--- config.mk ---
export PLATFORM = sky130hd
export DESIGN_NAME = ssc_tx_capture_flat
export DESIGN_NICKNAME = d
export VERILOG_FILES = /design/src/rtl/ssc_tx_capture_pkg.sv /design/src/rtl/ssc_tx_capture_if.sv /design/src/rtl/ssc_tx_capture_byte_fifo.sv /design/src/rtl/ssc_tx_capture.sv /design/src/flat_wrapper.sv
export SDC_FILE = /design/constraint.sdc
export NUM_CORES = 1
export LEC_CHECK = 0
export BUFFER_PORTS_ARGS = -buffer_cell sky130_fd_sc_hd__buf_2
export CAP_MARGIN = 0
export CORE_MARGIN = 2
export CORE_UTILIZATION = 45
export DETAILED_ROUTE_END_ITERATION = 16
export SLEW_MARGIN = 20
export SYNTH_ARGS = -nofsm -noshare
export SYNTH_HDL_FRONTEND = slang
export SYNTH_SLANG_ARGS = --single-unit
--- constraint.sdc ---
create_clock -name clk_logic -period 2.5 [get_ports clk_logic]
set_input_delay 0.25 -clock clk_logic [delete_from_list [all_inputs] [get_ports clk_logic]]
set_output_delay 0.25 -clock clk_logic [all_outputs]
set_load 0.03 [all_outputs]
--- src/rtl/ssc_tx_capture_pkg.sv ---
// Shared types and constants for the SSC transmit-line capture block.
package ssc_pkg;

  typedef enum logic [2:0] {
    IDLE,
    START,
    DATA,
    STOP,
    BREAK
  } ssc_rx_state_t;

  localparam int         SSC_OVERSAMPLE = 16;
  localparam logic [3:0] SSC_SMP_A      = 4'd7;
  localparam logic [3:0] SSC_SMP_B      = 4'd8;
  localparam logic [3:0] SSC_SMP_C      = 4'd9;

  // 2-of-3 vote used to de-glitch each bit sample
  function automatic logic maj3(input logic a, input logic b, input logic c);
    return (a & b) | (a & c) | (b & c);
  endfunction

endpackage

--- src/rtl/ssc_tx_capture_if.sv ---
// Byte stream (valid/ready) carrying recovered bytes to the consumer.
interface ssc_tx_capture_if;
  logic [7:0] m_data;
  logic       m_valid;
  logic       m_ready;

  modport master (output m_data, m_valid, input  m_ready);
  modport slave  (input  m_data, m_valid, output m_ready);
endinterface

--- src/rtl/ssc_tx_capture_byte_fifo.sv ---
// First-word-fall-through byte FIFO; extra pointer MSB separates full from empty.
module ssc_byte_fifo #(
  parameter int DEPTH = 16
) (
  input  logic       clk_logic,
  input  logic       system_reset_n,
  input  logic       push_i,
  input  logic [7:0] data_i,
  input  logic       pop_i,
  output logic [7:0] data_o,
  output logic       full_o,
  output logic       empty_o
);
  localparam int AW = $clog2(DEPTH);

  logic [AW:0] wptr_q, rptr_q;
  logic [7:0]  mem_q [DEPTH];
  logic        wr_en, rd_en;

  assign empty_o = (wptr_q == rptr_q);
  assign full_o  = (wptr_q[AW] != rptr_q[AW]) && (wptr_q[AW-1:0] == rptr_q[AW-1:0]);
  assign rd_en   = pop_i && !empty_o;
  // a pop in the same cycle frees the slot, so a push into a full FIFO still lands
  assign wr_en   = push_i && (!full_o || rd_en);
  // head is forced to zero when empty so the output is defined out of reset
  assign data_o  = empty_o ? 8'h00 : mem_q[rptr_q[AW-1:0]];

  // pointer update
  always_ff @(posedge clk_logic or negedge system_reset_n) begin
    if (!system_reset_n) begin
      wptr_q <= '0;
      rptr_q <= '0;
    end else begin
      if (wr_en) wptr_q <= wptr_q + (AW+1)'(1);
      if (rd_en) rptr_q <= rptr_q + (AW+1)'(1);
    end
  end

  // storage write
  always_ff @(posedge clk_logic) begin
    if (wr_en) mem_q[wptr_q[AW-1:0]] <= data_i;
  end

endmodule

--- src/rtl/ssc_tx_capture.sv ---
// 8-N-1 capture of the SSC TX line: sync, 16x oversample, byte FIFO, stream out.
// Optional: define SSC_TX_CAPTURE_BREAK_EN to detect line breaks (break_o).
module ssc_tx_capture
  import ssc_pkg::*;
#(
  parameter int CLK_HZ     = 54_000_000,
  parameter int BAUD       = 9600,
  parameter int FIFO_DEPTH = 16
) (
  input  logic              clk_logic,
  input  logic              system_reset_n,
  input  logic              serial_i,
  ssc_tx_capture_if.master  m_if,
  output logic              frame_err_o,
  output logic              break_o,
  output logic              overflow_o,
  input  logic              ovf_clr_i
);
  localparam int DIV = (CLK_HZ + (SSC_OVERSAMPLE * BAUD) / 2) / (SSC_OVERSAMPLE * BAUD) - 1;
  localparam int DW  = (DIV > 0) ? $clog2(DIV + 1) : 1;

  ssc_rx_state_t state_q, state_d;
  logic          sync1_q, sync2_q, prev_q, fall;
  logic [DW-1:0] div_q;
  logic          tick, div_clr, mid, bit_val;
  logic [3:0]    scnt_q, scnt_d, scnt_nxt, hcnt_q;
  logic [2:0]    bcnt_q, bcnt_d;
  logic [7:0]    shreg_q, shreg_d;
  logic          m7_q, m7_d, m8_q, m8_d;
  logic          armed_q, push_q, push_d, ferr_q, ferr_d, ovf_q;
  logic          full, empty, pop;

  assign fall     = prev_q & ~sync2_q;
  assign tick     = (div_q == DW'(DIV));
  assign scnt_nxt = scnt_q + 4'd1;
  assign mid      = tick && (scnt_nxt == SSC_SMP_C);
  assign bit_val  = maj3(m7_q, m8_q, sync2_q);

  // line synchronizer and edge history, all idle-high
  always_ff @(posedge clk_logic or negedge system_reset_n) begin
    if (!system_reset_n) begin
      sync1_q <= 1'b1;
      sync2_q <= 1'b1;
      prev_q  <= 1'b1;
    end else begin
      sync1_q <= serial_i;
      sync2_q <= sync1_q;
      prev_q  <= sync2_q;
    end
  end

  // free-running 16x tick divider, realigned on each accepted start edge
  always_ff @(posedge clk_logic or negedge system_reset_n) begin
    if (!system_reset_n)  div_q <= '0;
    else if (div_clr || tick) div_q <= '0;
    else                  div_q <= div_q + DW'(1);
  end

  // after reset, ignore start edges until the line has been high for a full bit
  always_ff @(posedge clk_logic or negedge system_reset_n) begin
    if (!system_reset_n) begin
      hcnt_q  <= '0;
      armed_q <= 1'b0;
    end else if (!armed_q) begin
      if (!sync2_q) hcnt_q <= '0;
      else if (tick) begin
        hcnt_q <= hcnt_q + 4'd1;
        if (hcnt_q == 4'd15) armed_q <= 1'b1;
      end
    end
  end

  // receiver state and datapath registers
  always_ff @(posedge clk_logic or negedge system_reset_n) begin
    if (!system_reset_n) begin
      state_q <= IDLE;
      scnt_q  <= '0;
      bcnt_q  <= '0;
      shreg_q <= '0;
      m7_q    <= 1'b1;
      m8_q    <= 1'b1;
      push_q  <= 1'b0;
      ferr_q  <= 1'b0;
    end else begin
      state_q <= state_d;
      scnt_q  <= scnt_d;
      bcnt_q  <= bcnt_d;
      shreg_q <= shreg_d;
      m7_q    <= m7_d;
      m8_q    <= m8_d;
      push_q  <= push_d;
      ferr_q  <= ferr_d;
    end
  end

`ifdef SSC_TX_CAPTURE_BREAK_EN
  logic rise, brk_d, brk_q;
  assign rise    = ~prev_q & sync2_q;
  assign break_o = brk_q;

  // break pulse register
  always_ff @(posedge clk_logic or negedge system_reset_n) begin
    if (!system_reset_n) brk_q <= 1'b0;
    else                 brk_q <= brk_d;
  end
`else
  assign break_o = 1'b0;
`endif

  // next-state: bit sampling, framing decisions and push/error requests
  always_comb begin
    state_d = state_q;
    scnt_d  = scnt_q;
    bcnt_d  = bcnt_q;
    shreg_d = shreg_q;
    m7_d    = m7_q;
    m8_d    = m8_q;
    div_clr = 1'b0;
    push_d  = 1'b0;
    ferr_d  = 1'b0;
`ifdef SSC_TX_CAPTURE_BREAK_EN
    brk_d   = 1'b0;
`endif
    if (tick) begin
      scnt_d = scnt_nxt;
      if (scnt_nxt == SSC_SMP_A) m7_d = sync2_q;
      if (scnt_nxt == SSC_SMP_B) m8_d = sync2_q;
    end
    unique case (state_q)
      IDLE: if (fall && armed_q) begin
        state_d = START;
        scnt_d  = '0;
        div_clr = 1'b1;
      end
      START: if (mid) state_d = bit_val ? IDLE : DATA;
      DATA: if (mid) begin
        shreg_d = {bit_val, shreg_q[7:1]};
        bcnt_d  = bcnt_q + 3'd1;
        if (bcnt_q == 3'd7) state_d = STOP;
      end
      STOP: if (mid) begin
        // back to IDLE at the stop midpoint so a following start edge is caught
        state_d = IDLE;
        if (bit_val) push_d = 1'b1;
`ifdef SSC_TX_CAPTURE_BREAK_EN
        else if (shreg_q == 8'h00) state_d = BREAK;
`endif
        else ferr_d = 1'b1;
      end
`ifdef SSC_TX_CAPTURE_BREAK_EN
      BREAK: if (rise) begin
        brk_d   = 1'b1;
        state_d = IDLE;
      end
`endif
      default: state_d = IDLE;
    endcase
  end

  assign pop         = m_if.m_valid && m_if.m_ready;
  assign m_if.m_valid = !empty;
  assign frame_err_o = ferr_q;
  assign overflow_o  = ovf_q;

  // sticky overflow: a dropped byte wins over a same-cycle clear
  always_ff @(posedge clk_logic or negedge system_reset_n) begin
    if (!system_reset_n)              ovf_q <= 1'b0;
    else if (push_q && full && !pop)  ovf_q <= 1'b1;
    else if (ovf_clr_i)               ovf_q <= 1'b0;
  end

  ssc_byte_fifo #(.DEPTH(FIFO_DEPTH)) u_fifo (
    .clk_logic      (clk_logic),
    .system_reset_n (system_reset_n),
    .push_i         (push_q),
    .data_i         (shreg_q),
    .pop_i          (pop),
    .data_o         (m_if.m_data),
    .full_o         (full),
    .empty_o        (empty)
  );

endmodule

--- src/flat_wrapper.sv ---
// flat-port wrapper written by rule: the top's interface ports become plain ports
module ssc_tx_capture_flat import ssc_pkg::*;
#(
  parameter int CLK_HZ     = 54_000_000,
  parameter int BAUD       = 9600,
  parameter int FIFO_DEPTH = 16
)
  (clk_logic, system_reset_n, serial_i, frame_err_o, break_o, overflow_o, ovf_clr_i, m_if_m_data, m_if_m_valid, m_if_m_ready);
  ssc_tx_capture_if m_if_i ();
  input  logic clk_logic;
  input  logic system_reset_n;
  input  logic serial_i;
  output logic frame_err_o;
  output logic break_o;
  output logic overflow_o;
  input  logic ovf_clr_i;
  output wire logic [$bits(m_if_i.m_data)-1:0] m_if_m_data;
  output wire logic [$bits(m_if_i.m_valid)-1:0] m_if_m_valid;
  input wire logic [$bits(m_if_i.m_ready)-1:0] m_if_m_ready;
  assign m_if_m_data = m_if_i.m_data;
  assign m_if_m_valid = m_if_i.m_valid;
  assign m_if_i.m_ready = m_if_m_ready;
  ssc_tx_capture #(.CLK_HZ(CLK_HZ), .BAUD(BAUD), .FIFO_DEPTH(FIFO_DEPTH)) u_core (.clk_logic(clk_logic), .system_reset_n(system_reset_n), .serial_i(serial_i), .m_if(m_if_i), .frame_err_o(frame_err_o), .break_o(break_o), .overflow_o(overflow_o), .ovf_clr_i(ovf_clr_i));
endmodule
==> run summary, run 1 <==
The fraction of synthesis flops using an asynchronous set or reset pin came out at 27.68%. The total overflow left after global routing is 0. For the pin with the worst max-slew slack, the measured transition is 0.7676 ns. The detail route stage leaves a number of antenna-violating nets equal to 0. Setup repair after global routing could not meet its margin everywhere.

The clock insertion delay at the later pin of the skew report came out at 0.42 ns. The net switching share of the total power came out at 27.77%. The post-layout minimum cycle time came out at 2.438 ns. The post-synthesis sequential area ratio is 67.95%. The detailed-routed wire length on met2 came out at just over 7 mm.

The number of buffers added by the clock tree synthesis step came out at 17. The portion of total power attributed to the clock network came out at 34.0%. The via count of the routed design came out at 3863. The endpoint kind of the worst setup timing path is a primary output. The post-synthesis register bit count is between 150 and 200.

The worst hold slack came out at 0.01395 ns. The worst setup path is launched from a flop. The number of antenna repair diodes came out at 0.

Derived from the worst setup path, the maximum achievable clock frequency is 410.1 MHz. The area of the core is 16410 sq um. The via density per instance is between 5 and 6.

The first-pass detailed-route iteration total came out at 4. Detailed routing placed a total of 478 um of wire on met3. For this configuration, the core starts out at a cell density of 45.53%.

The library cells used most frequently in the layout, excluding fill and tap cells, are 128 x sky130_fd_sc_hd__edfxtp_1, 43 x sky130_fd_sc_hd__dfrtp_1, 32 x sky130_fd_sc_hd__mux4_2, 18 x sky130_fd_sc_hd__nor2_1, 18 x sky130_fd_sc_hd__clkbuf_16. The maximum number of pins on one net before global-route repair is 36. The hold violation total from the final report came to 0. The via count of the first global-routing pass came out at 3999. The number of placement rows came out at 47. In this run, synthesis inferred 128 flip-flops with an integrated enable. The worst supply voltage drop on vdd is 456.7 uV. The reported max-cap violation count came out at 0.

At the worst endpoint, the required time is 2.25 ns. The average detailed-routed wire length per instance came out at 20.84 um. TritonCTS built the clock tree.

The count of synthesis-stage warnings from yosys is 0. For the worst setup path, the data arrival time is 2.19 ns. The number of DRC violations after detailed-routing iteration 0 is slightly above 300.

The area of the die came out at between 15000 and 20000 sq um. The count of pins on the block boundary is 17. Global routing used about 18% of the available tracks. The maximum fanout along the worst path is 10. In this run the horizontal extent of the chip is 132.9 um. Combinational cells account for 20.9% of the total power. The number of H-tree levels came out at 4.

The synthesized netlist contains 54 unique library cells. The total power divided by cell area is 847.8 nW/um^2. The global-route wire length before repair came out at between 20 and 25 mm. The total half-perimeter wirelength after legalization and detailed placement is between 9 and 10 mm.

The run finished with clean final reports. The setup clock skew after layout is 0.008888 ns. The weighted congestion at the end of routability-driven global placement came out at 0.7795. The top metal layer carrying routed signals is met4. The share of the core filled with cells in the final layout is between 50% and 60%. The clock tree buffer depth is 2. The total clock sinks is 177. The summed instance area of the synthesized netlist came out at 7471 sq um. In this run the worst hold path is classified as input port to flop.

In the final routing, the length of wire on met1 measures 6.792 mm. The number of I/O port buffers came out at 15. Of the cells placed in the final design, the portion with a size suffix greater than 1 is 27.74%.

The number of remaining DRC errors came out at 0. The switching component of the power is roughly 0.002 W. The initial antenna violation count came out at 0. The layout net count came out at 489. The internal power of the cells totals just over 0.005 W. After clock tree synthesis, the clock-pin slew on the worst setup and hold paths is 0.06 ns. The combined area of the multi-input logic cells came out at 2260 sq um. The sequential share of power is 45.1%. The tree is rooted in a sky130_fd_sc_hd__clkbuf_16. The height of the chip came out at 132.9 um. The max-slew violation count came out at 0. Counting every instance in the synthesized netlist gives roughly 440. Leaving out fill and tap cells, the most frequent cell in the layout is sky130_fd_sc_hd__edfxtp_1. The share of the cycle needed by the critical path after routing came out at between 90% and 100%. The mean area per synthesized cell came out at approximately 17 sq um. The predominant post-synthesis flop cell is sky130_fd_sc_hd__edfxtp_1. In the final layout, flip-flops and latches occupy 5077 sq um. After detailed routing, the total wire length is 14.65 mm. The total of endpoints with negative setup slack in the final report came out at 0. The number of fill cells is 1330. The worst-case headroom to the max-slew limit is 48.82%. The static leakage power is 3.360 nW. The critical setup path kind is flop to primary output. The signed area change from the synthesized netlist to the final layout came out at 13.60%. The net count after synthesis is 456.
## cell families after synthesis
logic type               synth area share (%)
AO/OA/AOI/OAI                           4.589
flip-flops                              67.95
XOR/XNOR                                2.696
multiplexers                            12.46
adder cells (fa/ha/maj)                 2.311
AND/OR/NAND/NOR                         7.536
buffers and inverters                   2.411
other                                 0.05019
## power by group through the flow
| stage | sequential, W | clock [W] | combinational [W] |
|---|---|---|---|
| 2_1_floorplan | 0.00325 | 0 | 0.00107 |
| 3_5_place_dp | 0.00329 | 0 | 0.00141 |
| 3_3_place_gp | 0.00328 | 0 | 0.00141 |
| 5_1_grt | 0.00325 | 0.00261 | 0.00161 |
| 4_1_cts | 0.00323 | 0.00248 | 0.00143 |
| 6_report | 0.00324 | 0.00245 | 0.00151 |
## cells in the mapped netlist, types with 4 or more instances
cell type | instances | area (sq um)
sky130_fd_sc_hd__dfrtp_1 | 44 | 1101
sky130_fd_sc_hd__edfxtp_1 | 128 | 3844
sky130_fd_sc_hd__and3_1 | 8 | 50.05
sky130_fd_sc_hd__xnor2_1 | 7 | 61.31
sky130_fd_sc_hd__mux2_2 | 4 | 45.04
sky130_fd_sc_hd__inv_1 | 11 | 41.29
sky130_fd_sc_hd__xor2_1 | 16 | 140.1
sky130_fd_sc_hd__o211ai_1 | 4 | 30.03
sky130_fd_sc_hd__buf_6 | 5 | 56.30
sky130_fd_sc_hd__ha_1 | 13 | 162.7
sky130_fd_sc_hd__dfstp_2 | 5 | 131.4
sky130_fd_sc_hd__buf_2 | 5 | 25.02
sky130_fd_sc_hd__nor2_1 | 18 | 67.56
sky130_fd_sc_hd__nor2b_1 | 5 | 31.28
sky130_fd_sc_hd__clkbuf_1 | 8 | 30.03
sky130_fd_sc_hd__mux2_4 | 11 | 165.2
sky130_fd_sc_hd__nand3_1 | 15 | 75.07
sky130_fd_sc_hd__and4b_1 | 5 | 50.05
sky130_fd_sc_hd__nand2_1 | 14 | 52.55
sky130_fd_sc_hd__mux4_2 | 32 | 720.7
sky130_fd_sc_hd__a21oi_1 | 15 | 75.07
sky130_fd_sc_hd__and4_1 | 4 | 35.03
sky130_fd_sc_hd__a22oi_1 | 16 | 120.1
## path summary, 6_finish.rpt
check,from,endpoint,slack (ns),cells past startpoint
worst max-delay path,u_core.u_fifo.rptr_q[0]$_DFFE_PN0P_,m_if_m_data[0],0.06,5
worst min-delay path,ovf_clr_i,u_core.overflow_o$_DFFE_PN0P_,0.01,2
worst max register to register,u_core.u_fifo.rptr_q[2]$_DFFE_PN0P_,u_core.u_fifo.mem_q[9][7]$_DFFE_PP_,0.23,5
worst min register to register,u_core.sync1_q$_DFF_PN1_,u_core.sync2_q$_DFF_PN1_,0.36,0
max in group asynchronous,system_reset_n,u_core.sync2_q$_DFF_PN1_,1.29,3
min in group asynchronous,system_reset_n,u_core.bcnt_q[2]$_DFFE_PN0P_,0.44,2
## per-layer routing
metal	GRT usage [%]	vias to the layer above
li1	-	1770
met4	4.480	0
met5	0	-
met2	27.98	64
met1	24.49	2016
met3	4.636	13
## cell type report
| type | instances | area share, % |
|---|---|---|
| Sequential cell | 177 | 59.83 |
| Multi-Input combinational cell | 227 | 26.63 |
| Clock buffer | 17 | 5.013 |
| Timing Repair Buffer | 37 | 3.435 |
| Tap cell | 220 | 3.243 |
| Clock inverter | 14 | 1.371 |
| Inverter | 11 | 0.4865 |
## sequential cells by signal, summed over array words and instances (netlist names)
register,flops
u_core.m7_q,1
u_core.u_fifo.rptr_q,5
u_core.scnt_q,4
u_core.div_q,9
u_core.push_q,1
u_core.frame_err_o,1
u_core.overflow_o,1
u_core.m8_q,1
u_core.armed_q,1
u_core.sync2_q,1
u_core.sync1_q,1
u_core.u_fifo.mem_q,128
u_core.hcnt_q,4
u_core.state_q,2
u_core.shreg_q,8
u_core.bcnt_q,3
u_core.prev_q,1
u_core.u_fifo.wptr_q,5
## metrics by stage
step | std cells | setup WS (ns) | setup TNS, ns | power [W] | area, sq um
floorplan | 438 | 0.2745 | 0 | 0.004323 | 7483
global placement | 668 | 0.3748 | 0 | 0.004694 | 7844
detailed placement | 668 | 0.3417 | 0 | 0.004698 | 7844
CTS | 701 | 0.01484 | 0 | 0.007145 | 8419
global route | 703 | -0.009478 | -0.01474 | 0.007464 | 8487
finish | 703 | 0.06164 | 0 | 0.007195 | 8487
## worst max-delay path: stages (launching register included)
cell and delay [ns]:
sky130_fd_sc_hd__dfrtp_2 0.48, sky130_fd_sc_hd__clkbuf_16 0.23, sky130_fd_sc_hd__mux4_2 0.50, sky130_fd_sc_hd__a22oi_1 0.25
sky130_fd_sc_hd__a21oi_1 0.11, sky130_fd_sc_hd__buf_2 0.19
## what timing repair did
item	in CTS	in global routing
pin swaps	0	2
endpoints found under the hold margin	31	0
resized for setup	4	8
endpoints found under the setup margin	9	9
cloned	0	1
hold buffers	2	0
buffers inserted	0	1
Note: power is estimated with default switching activity, not from simulation.
==> inputs of run 2 (changes only) <==
--- a/config.mk
+++ b/config.mk
@@ -10,6 +10,7 @@
 export CORE_MARGIN = 2
 export CORE_UTILIZATION = 45
 export DETAILED_ROUTE_END_ITERATION = 16
+export RECOVER_POWER = 50
 export SLEW_MARGIN = 20
 export SYNTH_ARGS = -nofsm -noshare
 export SYNTH_HDL_FRONTEND = slang
==> run 2 against run 1 <==
Net effect:
- the run now ends with max-capacitance violations, max-slew violations left
- cell area down 0.12%
- final cell count unchanged
- wire length barely moved
- global-route usage unchanged
- sequential share of layout area increased by 0.071 points
- critical endpoint unchanged
- largest cell class unchanged
- critical path depth unchanged
- utilization fell by 0.061 points
- register-to-register slack got worse by 0.02 ns
==> run summary, run 2 (synthesis results as in run 1) <==
The max-slew violation count came to 34 (+34). The sequential share of power came out at 45.1% (about the same). The combined area of the multi-input logic cells is 2253 sq um (-0.28%). The number of remaining DRC errors came to 0 (unchanged). The global-route wire length before repair is 23.09 mm (unchanged).

The clock insertion delay at the later pin of the skew report was 0.43 ns (about the same). The number of DRC violations after detailed-routing iteration 0 came out at 321 (+5.6%). The data required time at the worst endpoint came out at 2.25 ns (about the same). The initial cell density of the core was 45.53% (unchanged).

The maximum number of pins on one net before global-route repair was 36 (unchanged). The via count of the first global-routing pass was 3999 (unchanged). The switching component of the power was 0.002003 W (+0.23%). The number of I/O port buffers is 15 (unchanged). The signed area change from the synthesized netlist to the final layout is 13.47%.

The maximum fanout along the worst path came out at 10 (unchanged). The final reports fail on max-capacitance violations, max-slew violations. The clock slew at the register clock pins of the worst setup and hold paths came to 0.06 ns (about the same).

The total of endpoints with negative setup slack in the final report is 0 (unchanged). The portion of total power attributed to the clock network came out at 34.0% (about the same). The total congestion overflow after global routing was 0 (unchanged).

The startpoint of the tightest hold check path is ovf_clr_i. The transition at the pin with the smallest max-transition slack is 1.871 ns (+1.103 ns). The via count of the routed design is 3866 (+0.078%). The wire length after detailed routing came out at 14.65 mm (about the same). The overall track demand over capacity in global routing was 17.63% (unchanged). The reported max-cap violation count came out at 1 (+1). The worst register-to-register path begins at u_core.u_fifo.rptr_q[2]$_DFFE_PN0P_. The worst path arrival time came out at 2.19 ns (about the same). The via density per instance came to 5.499 (about the same). The min-delay analysis places its worst path in the category input port to flop. The worst hold slack is 0.01193 ns (-0.002022 ns). The register area is 5077 sq um (unchanged). The hold violation total from the final report came to 0 (unchanged). The number of antenna repair diodes is 0 (unchanged). The worst path setup slack after routing is 0.05975 ns (-0.001889 ns).

The critical path is of the flop to primary output type. The cell-internal power came out at 0.005196 W (about the same). The setup clock skew after layout came out at 0.008533 ns (-0.0003544 ns). The total half-perimeter wirelength after legalization and detailed placement came out at 9.113 mm (unchanged). The average detailed-routed wire length per instance is 20.84 um (about the same).

The worst setup slack before clock tree synthesis is 0.3417 ns (unchanged). The weighted congestion at the end of routability-driven global placement is 0.7795 (unchanged). The worst supply voltage drop on vdd is 458.4 uV (+0.36%). The maximum clock frequency came out at 409.8 MHz (about the same).

The area of the core is 16410 sq um (unchanged). The depth of the most critical reg-to-reg path came out at 5 (unchanged). The total design power is 0.007199 W (about the same). The post-layout minimum cycle time came out at 2.440 ns (+0.001888 ns). The area of the die is 17650 sq um (unchanged). The endpoint kind of the worst setup timing path is a primary output. The number of H-tree levels came to 4 (unchanged). The count of cells along the worst hold path came to 2 (unchanged). TritonCTS built the clock tree.

The total power divided by cell area came to 849.3 nW/um^2 (+0.17%). The worst reg2reg path endpoint is u_core.u_fifo.mem_q[7][6]$_DFFE_PP_. The share of the cycle needed by the critical path after routing came out at 97.61% (about the same). The number of placed instances, taps included is 668 (unchanged).

The total clock sinks came out at 177 (unchanged). Setup repair after global routing could not meet its margin everywhere. The commonest non-fill, non-tap cell in the layout is sky130_fd_sc_hd__edfxtp_1. The slack of the worst reg-to-reg path is 0.21 ns (-0.02 ns).

The net switching share of the total power was 27.82% (+0.050 points). The residual antenna-violating net count after detailed routing is 0 (unchanged). The end of the worst hold path is u_core.overflow_o$_DFFE_PN0P_.

The initial antenna violation count came out at 0 (unchanged). The height of the chip came out at 132.9 um (unchanged). The part of the power in combinational logic was 20.9% (about the same). The clock tree buffer depth came to 2 (unchanged). The number of cells in the finished layout apart from fillers came out at 703 (unchanged). The layout net count came out at 489 (unchanged).

The count of pins on the block boundary came out at 17 (unchanged). The number of placement rows is 47 (unchanged). The share of layout cells above drive strength 1 came to 26.71% (-1.0 points). The number of fill cells came to 1334 (+0.30%). The static leakage power is 3.347 nW (-0.38%). In the layout the commonest cells are 128 x sky130_fd_sc_hd__edfxtp_1, 43 x sky130_fd_sc_hd__dfrtp_1, 32 x sky130_fd_sc_hd__mux4_2, 18 x sky130_fd_sc_hd__nor2_1, 18 x sky130_fd_sc_hd__clkbuf_16. The width of the die is 132.9 um (unchanged). The worst-case headroom to the max-slew limit is -24.73% (-74 points). The first-pass detailed-route iteration total was 5 (+1). The worst setup path is launched from a flop. The number of buffers added by the clock tree synthesis step is 17 (unchanged). The cell sitting at the root of the clock tree is a sky130_fd_sc_hd__clkbuf_16. The flip-flop count of the largest register, all copies and words added is 128 (unchanged). The run finished, with violations left.
## run 2: cell types whose count changed in the layout (fill, tap and decap cells not counted)
| cell | change |
|---|---|
| sky130_fd_sc_hd__buf_2 | -3 |
| sky130_fd_sc_hd__dfstp_2 | -1 |
| sky130_fd_sc_hd__nor4_1 | +1 |
| sky130_fd_sc_hd__dfstp_1 | +1 |
| sky130_fd_sc_hd__clkbuf_1 | +3 |
| sky130_fd_sc_hd__nor4_2 | -1 |
## run 2: worst max path at each step
stage                                                    from                             endpoint  slack, ns  cells past startpoint
after floorplan           u_core.u_fifo.rptr_q[4]$_DFFE_PN0P_  u_core.u_fifo.mem_q[3][0]$_DFFE_PP_       0.27                      5
after global placement    u_core.u_fifo.wptr_q[1]$_DFFE_PN0P_                         m_if_m_valid       0.37                      6
after detailed placement  u_core.u_fifo.wptr_q[1]$_DFFE_PN0P_                         m_if_m_valid       0.34                      6
after CTS                 u_core.u_fifo.wptr_q[1]$_DFFE_PN0P_                         m_if_m_valid       0.01                      6
after global routing      u_core.u_fifo.rptr_q[0]$_DFFE_PN0P_                       m_if_m_data[2]     -0.009                      5
final                     u_core.u_fifo.rptr_q[0]$_DFFE_PN0P_                       m_if_m_data[0]       0.06                      5
## run 2: final cells by class
type	instances	area share, %
inverter	11	0.4871
timing repair buffer	37	3.395
multi-input combinational	227	26.58
clock buffer	17	5.018
tap	220	3.247
clock inverter	14	1.373
sequential	177	59.90
## run 2: power by group through the flow
| stage | Sequential, W | Clock (W) | Combinational, W |
|---|---|---|---|
| after floorplan | 0.00325 | 0 | 0.00107 |
| after global placement | 0.00328 | 0 | 0.00141 |
| after detailed placement | 0.00329 | 0 | 0.00141 |
| after CTS | 0.00323 | 0.00248 | 0.00143 |
| after global routing | 0.00325 | 0.00261 | 0.00161 |
| final | 0.00324 | 0.00245 | 0.00151 |
## run 2: per-stage QoR
step / cell area, sq um / setup TNS, ns / util [%]
global route: 8477 / -0.01474 / 51.67
floorplan: 7483 / 0 / -
finish: 8477 / 0 / 51.67
detailed placement: 7844 / 0 / 47.81
CTS: 8419 / 0 / 51.32
global placement: 7844 / 0 / 47.81
## run 2: per-layer routing
layer  track usage [%]  up-vias  wire length, um
met2             27.98       75             7246
li1                  -     1770                -
met1             24.49     2006             6747
met3             4.636       15              488
met5                 0        -                0
met4             4.480        0              172
## run 2: what timing repair did
action / in CTS / in global routing
buffers inserted: 0 / 1
cloned: 0 / 1
endpoints found under the hold margin: 31 / 0
pin swaps: 0 / 2
gates resized for setup: 4 / 8
hold buffers: 2 / 0
endpoints found under the setup margin: 9 / 9
## run 2: critical path, stage by stage (launching register included)
cell and delay (ns):
sky130_fd_sc_hd__dfrtp_2 0.49, sky130_fd_sc_hd__clkbuf_16 0.23, sky130_fd_sc_hd__mux4_2 0.50, sky130_fd_sc_hd__a22oi_1 0.25, sky130_fd_sc_hd__a21oi_1 0.11, sky130_fd_sc_hd__buf_2 0.19
==> inputs of run 3 (changes only) <==
--- a/config.mk
+++ b/config.mk
@@ -8,8 +8,9 @@
 export BUFFER_PORTS_ARGS = -buffer_cell sky130_fd_sc_hd__buf_2
 export CAP_MARGIN = 0
 export CORE_MARGIN = 2
-export CORE_UTILIZATION = 45
+export CORE_UTILIZATION = 50
 export DETAILED_ROUTE_END_ITERATION = 16
+export PLACE_DENSITY = 0.66
 export RECOVER_POWER = 50
 export SLEW_MARGIN = 20
 export SYNTH_ARGS = -nofsm -noshare
==> constraint.sdc (replaced) <==
create_clock -name clk_logic -period 2.4 [get_ports clk_logic]
set_input_delay 0.24 -clock clk_logic [delete_from_list [all_inputs] [get_ports clk_logic]]
set_output_delay 0.24 -clock clk_logic [all_outputs]
set_load 0.03 [all_outputs]
==> run 3 against run 2 <==
Net effect:
- the run ends with negative setup slack left
- first-iteration DRC count up 0.31%
- clock skew down 0.0011 ns
- utilization up 8.5 points
- non-clock buffer count up 12
- critical path type unchanged
- sequential share of layout area down 2.0 points
- combinational power up 38%
- largest cell class unchanged
==> run summary, run 3 (synthesis results as in run 1) <==
The total congestion overflow after global routing is 0 (unchanged). The post-layout minimum cycle time came out at around 2.4 ns. The height of the chip was 126.2 um (-5.0%). The worst hold path belongs to the class input port to flop. The maximum fanout along the worst path came out at 8 (-2).

The signed area change from the synthesized netlist to the final layout is 17.42%. The transition at the pin with the smallest max-transition slack is 1.372 ns (-0.4992 ns). The library cell used most frequently in the layout, excluding fill and tap cells, is sky130_fd_sc_hd__edfxtp_1. The worst path arrival time is 2.20 ns (about the same). The hold violation total from the final report is 0 (unchanged). The clock slew at the register clock pins of the worst setup and hold paths came out at 0.07 ns (about the same). The post-placement cell area came out at 7814 sq um (-0.38%). The weighted congestion at the end of routability-driven global placement is 0.7891 (+1.2%). Setup repair after global routing could not meet its margin everywhere. The worst setup path is launched from a flop. The area of the core came out at 14590 sq um (-11%). The via density per instance was 5.866 (+6.7%). In the layout the commonest cells are 128 x sky130_fd_sc_hd__edfxtp_1, 43 x sky130_fd_sc_hd__dfrtp_1, 32 x sky130_fd_sc_hd__mux4_2, 23 x sky130_fd_sc_hd__buf_4. The maximum clock frequency came out at 410.1 MHz. The worst-case headroom to the max-slew limit was 8.555% (+33 points).

The via count of the routed design came out at 3995 (+3.3%). The area of the die is 15940 sq um (-9.7%). The overall track demand over capacity in global routing came out at 19.95% (+2.3 points). The maximum number of pins on one net before global-route repair came to 28 (-22%). The clock insertion delay at the later pin of the skew report came out at 0.43 ns (about the same).

The layout net count came to 502 (+2.7%). The static leakage power is 3.474 nW (+3.8%). The residual antenna-violating net count after detailed routing is 0 (unchanged). The worst supply voltage drop on vdd is 716.7 uV (+56%). The total half-perimeter wirelength after legalization and detailed placement is 9.051 mm (-0.68%). The number of I/O port buffers is 15 (unchanged). The total clock sinks came out at 177 (unchanged). The final instance area is 8772 sq um (+3.5%). The average detailed-routed wire length per instance came out at 22.40 um (+7.4%).

The data required time at the worst endpoint came out at 2.16 ns (-0.09 ns). The number of DRC violations after detailed-routing iteration 0 came to 322 (+0.31%). The number of placement rows came out at 44 (-6.4%).

The flow ran to the end, but the final reports show violations. The root buffer cell chosen for the clock tree is sky130_fd_sc_hd__clkbuf_16. The width of the die was 126.2 um (-5.0%). The setup clock skew after layout is 0.007431 ns (-0.001103 ns). The number of placed instances, taps included is 634 (-5.1%). The final reports fail on negative setup slack. The clock tree buffer depth was 2 (unchanged). The number of buffers added by the clock tree synthesis step came out at 17 (unchanged). The total of endpoints with negative setup slack in the final report is 8 (+8). The wire length after detailed routing came to 15.25 mm (+4.1%). The share of layout cells above drive strength 1 came to 32.19% (+5.5 points). The initial antenna violation count was 0 (unchanged).

The worst path setup slack after routing came out at -0.03845 ns (-0.09819 ns). The critical setup path kind is flop to primary output. The via count of the first global-routing pass came out at 4063 (+1.6%). The number of cells in the finished layout apart from fillers came out at 681 (-3.1%).

The reported max-cap violation count is 0 (-1). The slack of the worst reg-to-reg path is 0.20 ns (about the same). The global-route wire length before repair came out at 23.22 mm (+0.57%). The share of the cycle needed by the critical path after routing is 101.6%. The number of antenna repair diodes is 0 (unchanged). The number of fill cells is 1067 (-20%). The initial cell density of the core is 51.21% (+5.7 points). The flip-flop count of the largest register, all copies and words added came out at 128 (unchanged). The first-pass detailed-route iteration total came to 4 (-1). The number of remaining DRC errors came out at 0 (unchanged). The max-slew violation count is 0 (-100%). The number of H-tree levels is 4 (unchanged). STA classifies the critical path endpoint as a primary output. TritonCTS built the clock tree. The count of pins on the block boundary came out at 17 (unchanged). The total power divided by cell area came out at 937.7 nW/um^2 (+10%).
-- run 3: changes by cell type in the layout (fill, tap and decap cells not counted), sizes merged --
cell / previous run / this run
and2: 3 / 4
clkinv: 8 / 5
bufinv: 1 / 3
clkinvlp: 3 / 2
dlygate4sd3: 2 / 3
clkbuf: 21 / 24
buf: 31 / 42
-- run 3: path summary, 6_finish.rpt --
path | from | depth (start not counted) | to
max | u_core.u_fifo.rptr_q[0]$_DFFE_PN0P_ | 7 | m_if_m_data[1]
min | m_if_m_ready | 4 | u_core.u_fifo.rptr_q[2]$_DFFE_PN0P_
max reg2reg | u_core.u_fifo.rptr_q[2]$_DFFE_PN0P_ | 4 | u_core.u_fifo.mem_q[9][1]$_DFFE_PP_
min reg2reg | u_core.sync1_q$_DFF_PN1_ | 0 | u_core.sync2_q$_DFF_PN1_
max in group asynchronous | system_reset_n | 3 | u_core.u_fifo.rptr_q[0]$_DFFE_PN0P_
min in group asynchronous | system_reset_n | 2 | u_core.u_fifo.wptr_q[4]$_DFFE_PN0P_
-- run 3: stage by stage --
step / setup WS, ns / utilization [%] / hold slack (ns) / TNS [ns] / total power, W
after floorplan: 0.1745 / - / -0.05559 / 0 / 0.004503
after global placement: 0.2463 / 53.56 / 0.2629 / 0 / 0.004888
after detailed placement: 0.2253 / 53.56 / 0.2715 / 0 / 0.004917
after CTS: -0.03930 / 59.72 / 0.1806 / -0.1967 / 0.008190
after global routing: -0.1242 / 60.13 / 0.2122 / -0.7707 / 0.008510
final: -0.03845 / 60.13 / 0.1997 / -0.1992 / 0.008225
-- run 3: area by class of cell --
type | instances | area, sq um | area share, %
clock inverter | 12 | 157.7 | 1.797
timing repair buffer | 49 | 485.5 | 5.534
multi-input combinational | 228 | 2344 | 26.72
sequential | 177 | 5077 | 57.88
inverter | 11 | 41.29 | 0.4707
tap | 184 | 230.2 | 2.624
clock buffer | 20 | 436.7 | 4.978
-- run 3: worst max-delay path, cell delays in order (launching register included) --
cell and delay, ns:
sky130_fd_sc_hd__dfrtp_2 0.40, sky130_fd_sc_hd__buf_12 0.13, sky130_fd_sc_hd__buf_8 0.12, sky130_fd_sc_hd__buf_16 0.14
sky130_fd_sc_hd__mux4_2 0.57, sky130_fd_sc_hd__a22oi_2 0.15, sky130_fd_sc_hd__a21oi_1 0.08, sky130_fd_sc_hd__buf_4 0.17
-- run 3: layer usage --
layer  vias to the layer above  global-route usage (%)  part of all wire, %
met1                      2057                   28.02                   44
met5                         -                       0                    0
li1                       1791                       -                    -
met4                         0                   7.886                  2.2
met2                       124                   30.30                   47
met3                        23                   5.055                  6.2
-- run 3: report_power, final --
group          switching, W  total [W]  internal, W
Sequential        0.0000785    0.00338      0.00330
Combinational       0.00108    0.00208      0.00101
Clock               0.00113    0.00277      0.00164
-- run 3: what timing repair did --
| action | in CTS | in global routing |
|---|---|---|
| hold buffers | 3 | 0 |
| gates resized for setup | 37 | 11 |
| setup endpoints to repair | 9 | 25 |
| buffers inserted | 5 | 4 |
| cloned | 3 | 2 |
| endpoints found under the hold margin | 20 | 0 |
| pin swaps | 14 | 11 |
